File: config.mk
export PLATFORM = sky130hd
export DESIGN_NAME = mac_dot_seq_flat
export DESIGN_NICKNAME = d
export VERILOG_FILES = /design/src/rtl/mac_pkg.sv /design/src/rtl/mac_dot_seq_if.sv /design/src/rtl/mac_dot_seq_buf.sv /design/src/rtl/mac_dot_seq.sv /design/src/flat_wrapper.sv
export SDC_FILE = /design/constraint.sdc
export NUM_CORES = 1
export LEC_CHECK = 0
export ABC_AREA = 1
export CORE_ASPECT_RATIO = 1.5
export CORE_MARGIN = 2
export CORE_UTILIZATION = 33
export DETAILED_ROUTE_END_ITERATION = 10
export PLACE_DENSITY = 0.58
export SLEW_MARGIN = 20
export SYNTH_ARGS = -nofsm -noshare
export SYNTH_HDL_FRONTEND = slang
export SYNTH_SLANG_ARGS = --single-unit
File: constraint.sdc
create_clock -name clk -period 2.5 [get_ports clk]
set_clock_uncertainty 0.15 [all_clocks]
set_input_delay 0.25 -clock clk [delete_from_list [all_inputs] [get_ports clk]]
set_output_delay 0.25 -clock clk [all_outputs]
set_load 0.01 [all_outputs]
File: src/rtl/mac_pkg.sv
// Shared definitions for the MAC stage and its wrappers: sequencer states and
// accumulator width helper.
package mac_pkg;

    typedef enum logic [2:0] {
        LOAD,
        CLR,
        RUN,
        WAIT,
        DONE
    } seq_state_e;

    function automatic int unsigned acc_width(input int unsigned data_width);
        return 3 * data_width;
    endfunction

endpackage

File: src/rtl/mac_dot_seq_if.sv
// Operand-in, MAC-drive and result-out signals of mac_dot_seq. The master
// modport is the sequencer side; slave is the source/MAC/consumer side.
interface mac_dot_seq_if
    import mac_pkg::*;
#(
    parameter int unsigned DATA_WIDTH = 8
) ();

    localparam int unsigned ACC_W = acc_width(DATA_WIDTH);

    logic                  in_valid;
    logic                  in_ready;
    logic [DATA_WIDTH-1:0] in_a;
    logic [DATA_WIDTH-1:0] in_b;

    logic                  mac_en;
    logic                  mac_clr;
    logic [DATA_WIDTH-1:0] mac_a;
    logic [DATA_WIDTH-1:0] mac_b;
    logic [ACC_W-1:0]      mac_cout;

    logic                  res_valid;
    logic                  res_ready;
    logic [ACC_W-1:0]      res_data;

    modport master (
        input  in_valid, in_a, in_b, mac_cout, res_ready,
        output in_ready, mac_en, mac_clr, mac_a, mac_b, res_valid, res_data
    );

    modport slave (
        output in_valid, in_a, in_b, mac_cout, res_ready,
        input  in_ready, mac_en, mac_clr, mac_a, mac_b, res_valid, res_data
    );

endinterface

File: src/rtl/mac_dot_seq_buf.sv
// Two-lane operand register file: one synchronous write port, one
// asynchronous read port. Contents are not reset.
module mac_dot_seq_buf
    import mac_pkg::*;
#(
    parameter int unsigned DATA_WIDTH = 8,
    parameter int unsigned DEPTH      = 8,
    parameter int unsigned AW         = (DEPTH > 1) ? $clog2(DEPTH) : 1
) (
    input  logic                  clk,
    input  logic                  wr_en,
    input  logic [AW-1:0]         wr_addr,
    input  logic [DATA_WIDTH-1:0] wr_a,
    input  logic [DATA_WIDTH-1:0] wr_b,
    input  logic [AW-1:0]         rd_addr,
    output logic [DATA_WIDTH-1:0] rd_a,
    output logic [DATA_WIDTH-1:0] rd_b
);

    logic [DATA_WIDTH-1:0] mem_a [DEPTH];
    logic [DATA_WIDTH-1:0] mem_b [DEPTH];

    always_ff @(posedge clk) begin
        if (wr_en) begin
            mem_a[wr_addr] <= wr_a;
            mem_b[wr_addr] <= wr_b;
        end
    end

    assign rd_a = mem_a[rd_addr];
    assign rd_b = mem_b[rd_addr];

endmodule

File: src/rtl/mac_dot_seq.sv
// Operand sequencer for the MAC: buffers VEC_LEN pairs, runs one clean dot
// product (Clr then En), captures Cout. Optional dot_cnt: MAC_DOT_SEQ_CNT_EN.
module mac_dot_seq
    import mac_pkg::*;
#(
    parameter int unsigned DATA_WIDTH = 8,
    parameter int unsigned VEC_LEN    = 8
) (
    input  logic                clk,
    input  logic                rst,
    mac_dot_seq_if.master       bus
`ifdef MAC_DOT_SEQ_CNT_EN
    ,
    output logic [15:0]         dot_cnt
`endif
);

    localparam int unsigned CW    = (VEC_LEN > 1) ? $clog2(VEC_LEN) : 1;
    localparam int unsigned ACC_W = acc_width(DATA_WIDTH);
    localparam logic [CW-1:0] LAST = CW'(VEC_LEN - 1);

    seq_state_e state, state_nxt;

    logic [CW-1:0]         wr_cnt;
    logic [CW-1:0]         rd_cnt;
    logic [ACC_W-1:0]      res_data_q;
    logic [DATA_WIDTH-1:0] rd_a;
    logic [DATA_WIDTH-1:0] rd_b;

    logic in_ready;
    logic wr_en;
    logic mac_en;
    logic mac_clr;
    logic res_valid;

    mac_dot_seq_buf #(
        .DATA_WIDTH (DATA_WIDTH),
        .DEPTH      (VEC_LEN),
        .AW         (CW)
    ) u_buf (
        .clk     (clk),
        .wr_en   (wr_en),
        .wr_addr (wr_cnt),
        .wr_a    (bus.in_a),
        .wr_b    (bus.in_b),
        .rd_addr (rd_cnt),
        .rd_a    (rd_a),
        .rd_b    (rd_b)
    );

    always_ff @(posedge clk) begin
        if (rst) begin
            state <= LOAD;
        end else begin
            state <= state_nxt;
        end
    end

    always_comb begin
        state_nxt = state;
        in_ready  = 1'b0;
        wr_en     = 1'b0;
        mac_en    = 1'b0;
        mac_clr   = 1'b0;
        res_valid = 1'b0;
        case (state)
            LOAD: begin
                in_ready = 1'b1;
                if (bus.in_valid) begin
                    wr_en = 1'b1;
                    if (wr_cnt == LAST) begin
                        state_nxt = CLR;
                    end
                end
            end
            CLR: begin
                mac_clr   = 1'b1;
                state_nxt = RUN;
            end
            RUN: begin
                mac_en = 1'b1;
                if (rd_cnt == LAST) begin
                    state_nxt = WAIT;
                end
            end
            WAIT: begin
                state_nxt = DONE;
            end
            DONE: begin
                res_valid = 1'b1;
                if (bus.res_ready) begin
                    state_nxt = LOAD;
                end
            end
            default: begin
                state_nxt = LOAD;
            end
        endcase
    end

    // Counters wrap explicitly so non-power-of-two VEC_LEN stays in range.
    always_ff @(posedge clk) begin
        if (rst) begin
            wr_cnt     <= '0;
            rd_cnt     <= '0;
            res_data_q <= '0;
        end else begin
            if (wr_en) begin
                wr_cnt <= (wr_cnt == LAST) ? '0 : wr_cnt + 1'b1;
            end
            if (state == CLR) begin
                rd_cnt <= '0;
            end else if (mac_en) begin
                rd_cnt <= (rd_cnt == LAST) ? '0 : rd_cnt + 1'b1;
            end
            if (state == WAIT) begin
                res_data_q <= bus.mac_cout;
            end
        end
    end

`ifdef MAC_DOT_SEQ_CNT_EN
    always_ff @(posedge clk) begin
        if (rst) begin
            dot_cnt <= '0;
        end else if (res_valid && bus.res_ready) begin
            dot_cnt <= dot_cnt + 16'd1;
        end
    end
`endif

    assign bus.in_ready  = in_ready;
    assign bus.mac_en    = mac_en;
    assign bus.mac_clr   = mac_clr;
    assign bus.mac_a     = mac_en ? rd_a : '0;
    assign bus.mac_b     = mac_en ? rd_b : '0;
    assign bus.res_valid = res_valid;
    assign bus.res_data  = res_data_q;

endmodule
File: src/flat_wrapper.sv
// flat-port wrapper written by rule: the top's interface ports become plain ports
module mac_dot_seq_flat import mac_pkg::*;
#(
    parameter int unsigned DATA_WIDTH = 8,
    parameter int unsigned VEC_LEN    = 8
)
  (clk, rst, bus_in_valid, bus_in_a, bus_in_b, bus_mac_cout, bus_res_ready, bus_in_ready, bus_mac_en, bus_mac_clr, bus_mac_a, bus_mac_b, bus_res_valid, bus_res_data);
  mac_dot_seq_if #(.DATA_WIDTH(DATA_WIDTH)) bus_i ();
  input  logic clk;
  input  logic rst;
  input wire logic [$bits(bus_i.in_valid)-1:0] bus_in_valid;
  input wire logic [$bits(bus_i.in_a)-1:0] bus_in_a;
  input wire logic [$bits(bus_i.in_b)-1:0] bus_in_b;
  input wire logic [$bits(bus_i.mac_cout)-1:0] bus_mac_cout;
  input wire logic [$bits(bus_i.res_ready)-1:0] bus_res_ready;
  output wire logic [$bits(bus_i.in_ready)-1:0] bus_in_ready;
  output wire logic [$bits(bus_i.mac_en)-1:0] bus_mac_en;
  output wire logic [$bits(bus_i.mac_clr)-1:0] bus_mac_clr;
  output wire logic [$bits(bus_i.mac_a)-1:0] bus_mac_a;
  output wire logic [$bits(bus_i.mac_b)-1:0] bus_mac_b;
  output wire logic [$bits(bus_i.res_valid)-1:0] bus_res_valid;
  output wire logic [$bits(bus_i.res_data)-1:0] bus_res_data;
  assign bus_i.in_valid = bus_in_valid;
  assign bus_i.in_a = bus_in_a;
  assign bus_i.in_b = bus_in_b;
  assign bus_i.mac_cout = bus_mac_cout;
  assign bus_i.res_ready = bus_res_ready;
  assign bus_in_ready = bus_i.in_ready;
  assign bus_mac_en = bus_i.mac_en;
  assign bus_mac_clr = bus_i.mac_clr;
  assign bus_mac_a = bus_i.mac_a;
  assign bus_mac_b = bus_i.mac_b;
  assign bus_res_valid = bus_i.res_valid;
  assign bus_res_data = bus_i.res_data;
  mac_dot_seq #(.DATA_WIDTH(DATA_WIDTH), .VEC_LEN(VEC_LEN)) u_core (.clk(clk), .rst(rst), .bus(bus_i));
endmodule
# Word level (Yosys, flattened, before mapping)
# Memory sizes are Yosys's and may differ from the RTL's. A register that Yosys moved wholly into a read port is not among the register bits.
# Cells that the tools add are included.
# totals
reg_bits	33
ramBits	128
input_bits	44
word_cells	42
memories	2
# classes
add_sub_neg	2
eq_ne	10
n_mux	21
reduce_logical	3
# mem_list
name	depth	width	read_ports	rd_ports_with_merged_regs	wr	line_no	source
u_core.u_buf.mem_a	8	8	1	1	1	mac_dot_seq_buf.sv:20	logic [DATA_WIDTH-1:0] mem_a [DEPTH];
u_core.u_buf.mem_b	8	8	1	1	1	mac_dot_seq_buf.sv:21	logic [DATA_WIDTH-1:0] mem_b [DEPTH];
# ops
cell	count
two-way mux 3 bit	10
two-way mux 8 bit	2
one-hot mux 3 bit (5 select lines)	1
equality test 3 bit, second input constant	3
two-way mux 1 bit	8
adder 3 x 1 -> 3 bit, second input constant	2
equality test 3 x 2 -> 1 bit, second input constant	2
!= test 2 x 1 -> 1 bit, second input constant	2
!= test 2 bit, second input constant	2
AND reduction 4 bit	1
equality test 3 x 1 -> 1 bit, second input constant	1
logical NOT 3 bit	1
OR reduction 2 bit	1

# Logic depth before layout (Yosys ltp)
# Gate-level depths: netlist of the first run.
# depth
word_depth	4
mapped_depth	7
mapped_depth_nobuf	7

# By module
# From an unflattened synthesis of the first run, not the netlist that was laid out.
# hier_totals
cells_unflattened	771
area_unflattened_um2	7091.8
# by_module_without_submodules
module	n_inst	cells_each	area_each_um2
mac_dot_seq_buf	1	571	5669.2
mac_dot_seq	1	200	1422.6

# Worst setup path after synthesis of the first run
# No wires, ideal clock.
# synth_path
path_kind	reg-to-reg
start	register u_core.state[0]
end	memory u_core.u_buf.mem_a[5][0], enable pin
setup_ns	0.409
arrival_ns	1.963
slack_ns	-0.022
stages_incl_launch_ff	6
synth_period_minus_slack_ns	2.522
path_cell_list	dfxtp_1 nor2_2 nand2_2 nor2_8 nand2_4 nor3_1
# synth_via
elab_chain_cells	4
# synth_lines
item	line_no	source
start: declaration	mac_dot_seq.sv:22	seq_state_e state, state_nxt;
start signal: assignment	mac_dot_seq.sv:55	state <= state_nxt;
logical NOT 3 bit	mac_dot_seq.sv:66	case (state)
two-way mux 1 bit	mac_dot_seq.sv:66	
two-way mux 1 bit	mac_dot_seq_buf.sv:24	if (wr_en) begin
two-way mux 1 bit (not written as such)	mac_dot_seq_buf.sv:25	mem_a[wr_addr] <= wr_a;
end: declaration	mac_dot_seq_buf.sv:20	
# Every way passes these cells.

==> results.py, run 1 <==
metrics = {
    "floorplanning": {
        "rows": 65,
        "die_w_um": 123,
        "coreArea_sq_mm": 0.0210,
        "die_height_um": 183,
        "io_pins": 88,
        "start_util_pct": 33.6,
        "dieArea_sq_mm": 0.0226,
    },
    "clocking": {
        "cts_tree": "built",
        "hold_buffers": 0,
        "clockBufferDepth": 2,
        "cts_max_level": 4,
        "root_buffer": "clkbuf_16",
        "clock-sinks": 164,
        "numCtsBuffers": 17,
        "postCtsSetupBuffers": 0,
        "clkLatencyLatePin_ns": 0.41,
        "path_clk_slew_ns": 0.07,
    },
    "route": {
        "post-route-drc-count": 0,
        "drtIter0Drc": 235,
        "wl_per_cell_um": 13.5,
        "vias_per_cell": 4.39,
        "routed_wl_um": 15000,
        "final_antenna_net_count": 0,
        "vias": 4885,
        "dr.pass1.iters": 4,
    },
    "timing": {
        "post-route-period-util_pct": 88.0,
        "grt_setup_unrepaired": "no",
        "tightest_slew_ns": 0.412,
        "drv_slew": 0,
        "post-route-min-period_ns": 2.20,
        "clock.fmax_mhz": 454,
        "hold_viol": 0,
        "fin_setup_tns_ns": 0,
        "slew-limit-headroom_pct": 72.5,
        "finalSetupViolCount": 0,
    },
    "worst_setup_path": {
        "crit_path_end": "bus_mac_b[0]",
        "crit_path_end_kind": "primary output",
        "crit_type": "register to primary output",
        "r2r.worst_path.cells": 6,
        "arrival_ns": 1.80,
        "startpoint_type": "register",
        "reg2reg_from": "u_core.state[0]",
        "path_max_fanout": 36,
        "timing.reg2reg.setup_slack_ns": 0.68,
        "required_ns": 2.10,
        "timing.rr.end": "u_core.u_buf.mem_b[0][1]",
    },
    "global_routing": {
        "grt_max_degree": 37,
        "grt_pass1_vias": 4711,
        "grt.overflow.total": 0,
        "grt_usage_pct": 14.0,
        "antenna_found_initial": 0,
        "grt_pass1_wl_um": 24200,
    },
    "placed_design": {
        "place_congestion": 0.729,
        "placedCellCount": 1082,
        "port_buffers": 87,
        "dp_hpwl_um": 9120,
    },
    "layout": {
        "final_layout_size_suffix_gt1_share_pct": 8.99,
        "final_net_count": 881,
        "fin_cells": 1113,
        "antenna_cells": 0,
        "area_growth_pct": 26.9,
        "nFillCells": 1990,
        "seq_area_sq_mm": 0.00457,
        "multiInputGateArea_sq_mm": 0.00179,
    },
    "synthesis": {
        "synth.area.top_cells": "edfxtp_1, dfxtp_1, nand2_1, inv_1, nand3_1",
        "synth.cell_area_sq_mm": 0.00705,
        "ys_seq_area_share_pct": 64.8,
        "synthCells": 738,
        "synth_top_area_share_pct": 54.5,
        "synth-seq-cells": 164,
        "ys_warn_count": 0,
        "syn_nets": 786,
        "ys_types": 25,
        "synth_area_per_cell_sq_um": 9.55,
        "yosys.area.top_type": "edfxtp_1",
    },
    "job": {
        "max_cap_violations": 0,
    },
    "run_status": {
        "status": "finished clean",
    },
    "power": {
        "ir_worst_vdd_mv": 0.424,
        "power_density_mw_per_mm2": 702,
        "p_leak_uw": 0.00394,
    },
    "worst_hold_path": {
        "hp-class": "primary input to register",
    },
}
==> layout make-up <==
class / count / share of cell area (%)
Tap cell: 268 / 3.75
Sequential cell: 164 / 51.1
Inverter: 144 / 6.04
Clock buffer: 17 / 4.76
Clock inverter: 14 / 1.85
Timing Repair Buffer: 107 / 12.6
Multi-Input combinational cell: 399 / 20.0
==> critical path, cell delays in order (launching register included) <==
cell and delay [ns]:
dfxtp_2 0.38, inv_2 0.06, buf_6 0.19, nand2_1 0.09
nand3_1 0.06, nand3_1 0.08, nand2_1 0.05, nor2_1 0.17
dlygate4sd2_1 0.30
==> registers in the layout, summed over array words and instances, names as in the netlist, named ones only <==
name	flops
u_core.u_buf.mem_a	64
u_core.rd_cnt	3
u_core.wr_cnt	3
u_core.state	3
u_core.bus.res_data	24
u_core.u_buf.mem_b	64
==> per-layer routing <==
layer | routed length [um] | global-route usage, %
met5 | 0 | 0
met4 | 233 | 4.64
met3 | 965 | 4.38
met2 | 7480 | 23.6
met1 | 6300 | 16.9
==> metrics by stage <==
step	setup WS (ns)	hold WS [ns]	power, uW	util (%)	area (sq um)
global placement	0.417	0.312	3750	39.6	8300
finish	0.300	0.281	6280	42.6	8940
detailed placement	0.396	0.326	3760	39.6	8300
CTS	0.0133	0.264	6350	42.4	8890
floorplan	-0.0218	0.169	3490	-	7060
global route	0.147	0.279	6530	42.6	8940
==> how the worst min path moves through the flow <==
| stage | startpoint | end | depth (start not counted) |
|---|---|---|---|
| global placement | u_core.bus.res_data[1] | u_core.bus.res_data[1] | 2 |
| detailed placement | u_core.bus.res_data[12] | u_core.bus.res_data[12] | 2 |
| floorplan | rst | u_core.state[1] | 1 |
| finish | bus_mac_cout[13] | u_core.bus.res_data[13] | 3 |
| CTS | bus_mac_cout[13] | u_core.bus.res_data[13] | 3 |
| global route | bus_mac_cout[0] | u_core.bus.res_data[0] | 3 |
==> what timing repair did <==
action / CTS / global route
endpoints found under the setup margin: 7 / 14
resized for setup: 4 / 18
pin swaps: 0 / 0
cloned: 0 / 0
==> cell usage after synthesis <==
cell / instances
nor2_2: 1
dfxtp_1: 36
buf_6: 3
nand2_2: 5
nand2_1: 173
nand3_4: 1
edfxtp_1: 128
nand3_1: 84
buf_4: 9
nand2_4: 2
nor3_1: 6
nor2_8: 1
nand3b_1: 1
o21ai_0: 22
nor2_1: 88
inv_1: 140
nor2_4: 1
a21oi_1: 6
buf_2: 10
o21ai_1: 4
clkbuf_1: 7
ha_1: 4
buf_1: 1
clkbuf_2: 1
inv_2: 4
==> layout by cell type, fill, tap and decap left out, types with 4 or more instances in the layout <==
| cell | instances |
|---|---|
| nand2_1 | 173 |
| inv_1 | 140 |
| edfxtp_1 | 128 |
| nand3_1 | 84 |
| nor2_1 | 84 |
| clkdlybuf4s50_1 | 71 |
| dfxtp_1 | 34 |
| o21ai_0 | 22 |
| clkbuf_16 | 17 |
| dlymetal6s2s_1 | 14 |
| buf_4 | 11 |
| a21oi_1 | 6 |
| nor2_2 | 5 |
| nand2_2 | 5 |
| inv_6 | 5 |
| buf_6 | 5 |
| inv_2 | 4 |
| nor3_2 | 4 |
| o21ai_1 | 4 |
| ha_1 | 4 |
| clkinvlp_4 | 4 |
| buf_12 | 4 |
==> cells by family (layout without fill, tap and decap cells) <==
| kind of cell | after synthesis | count (layout) | share of synthesized area [%] |
|---|---|---|---|
| and+or+nand+nor | 363 | 363 | 21.9 |
| buffers and inverters | 175 | 282 | 10.3 |
| DFF | 164 | 164 | 64.8 |
| AOI/OAI and AO/OA | 32 | 32 | 2.27 |
| adders and majority gates | 4 | 4 | 0.710 |
==> report_power, final <==
part	leakage, uW	internal, uW	switching [uW]
registers	0.00145	3040	36.9
clock network	0.000277	1500	1090
logic	0.00221	244	370
Note: power is estimated with default switching activity, not from simulation.
==> run 2: changes to the inputs <==
CTS_CLUSTER_DIAMETER = 80   (was default)
SLEW_MARGIN = 5   (was 20)
==> results of run 2 <==
The final DEF is identical to that of run 1; final timing and power are the same.
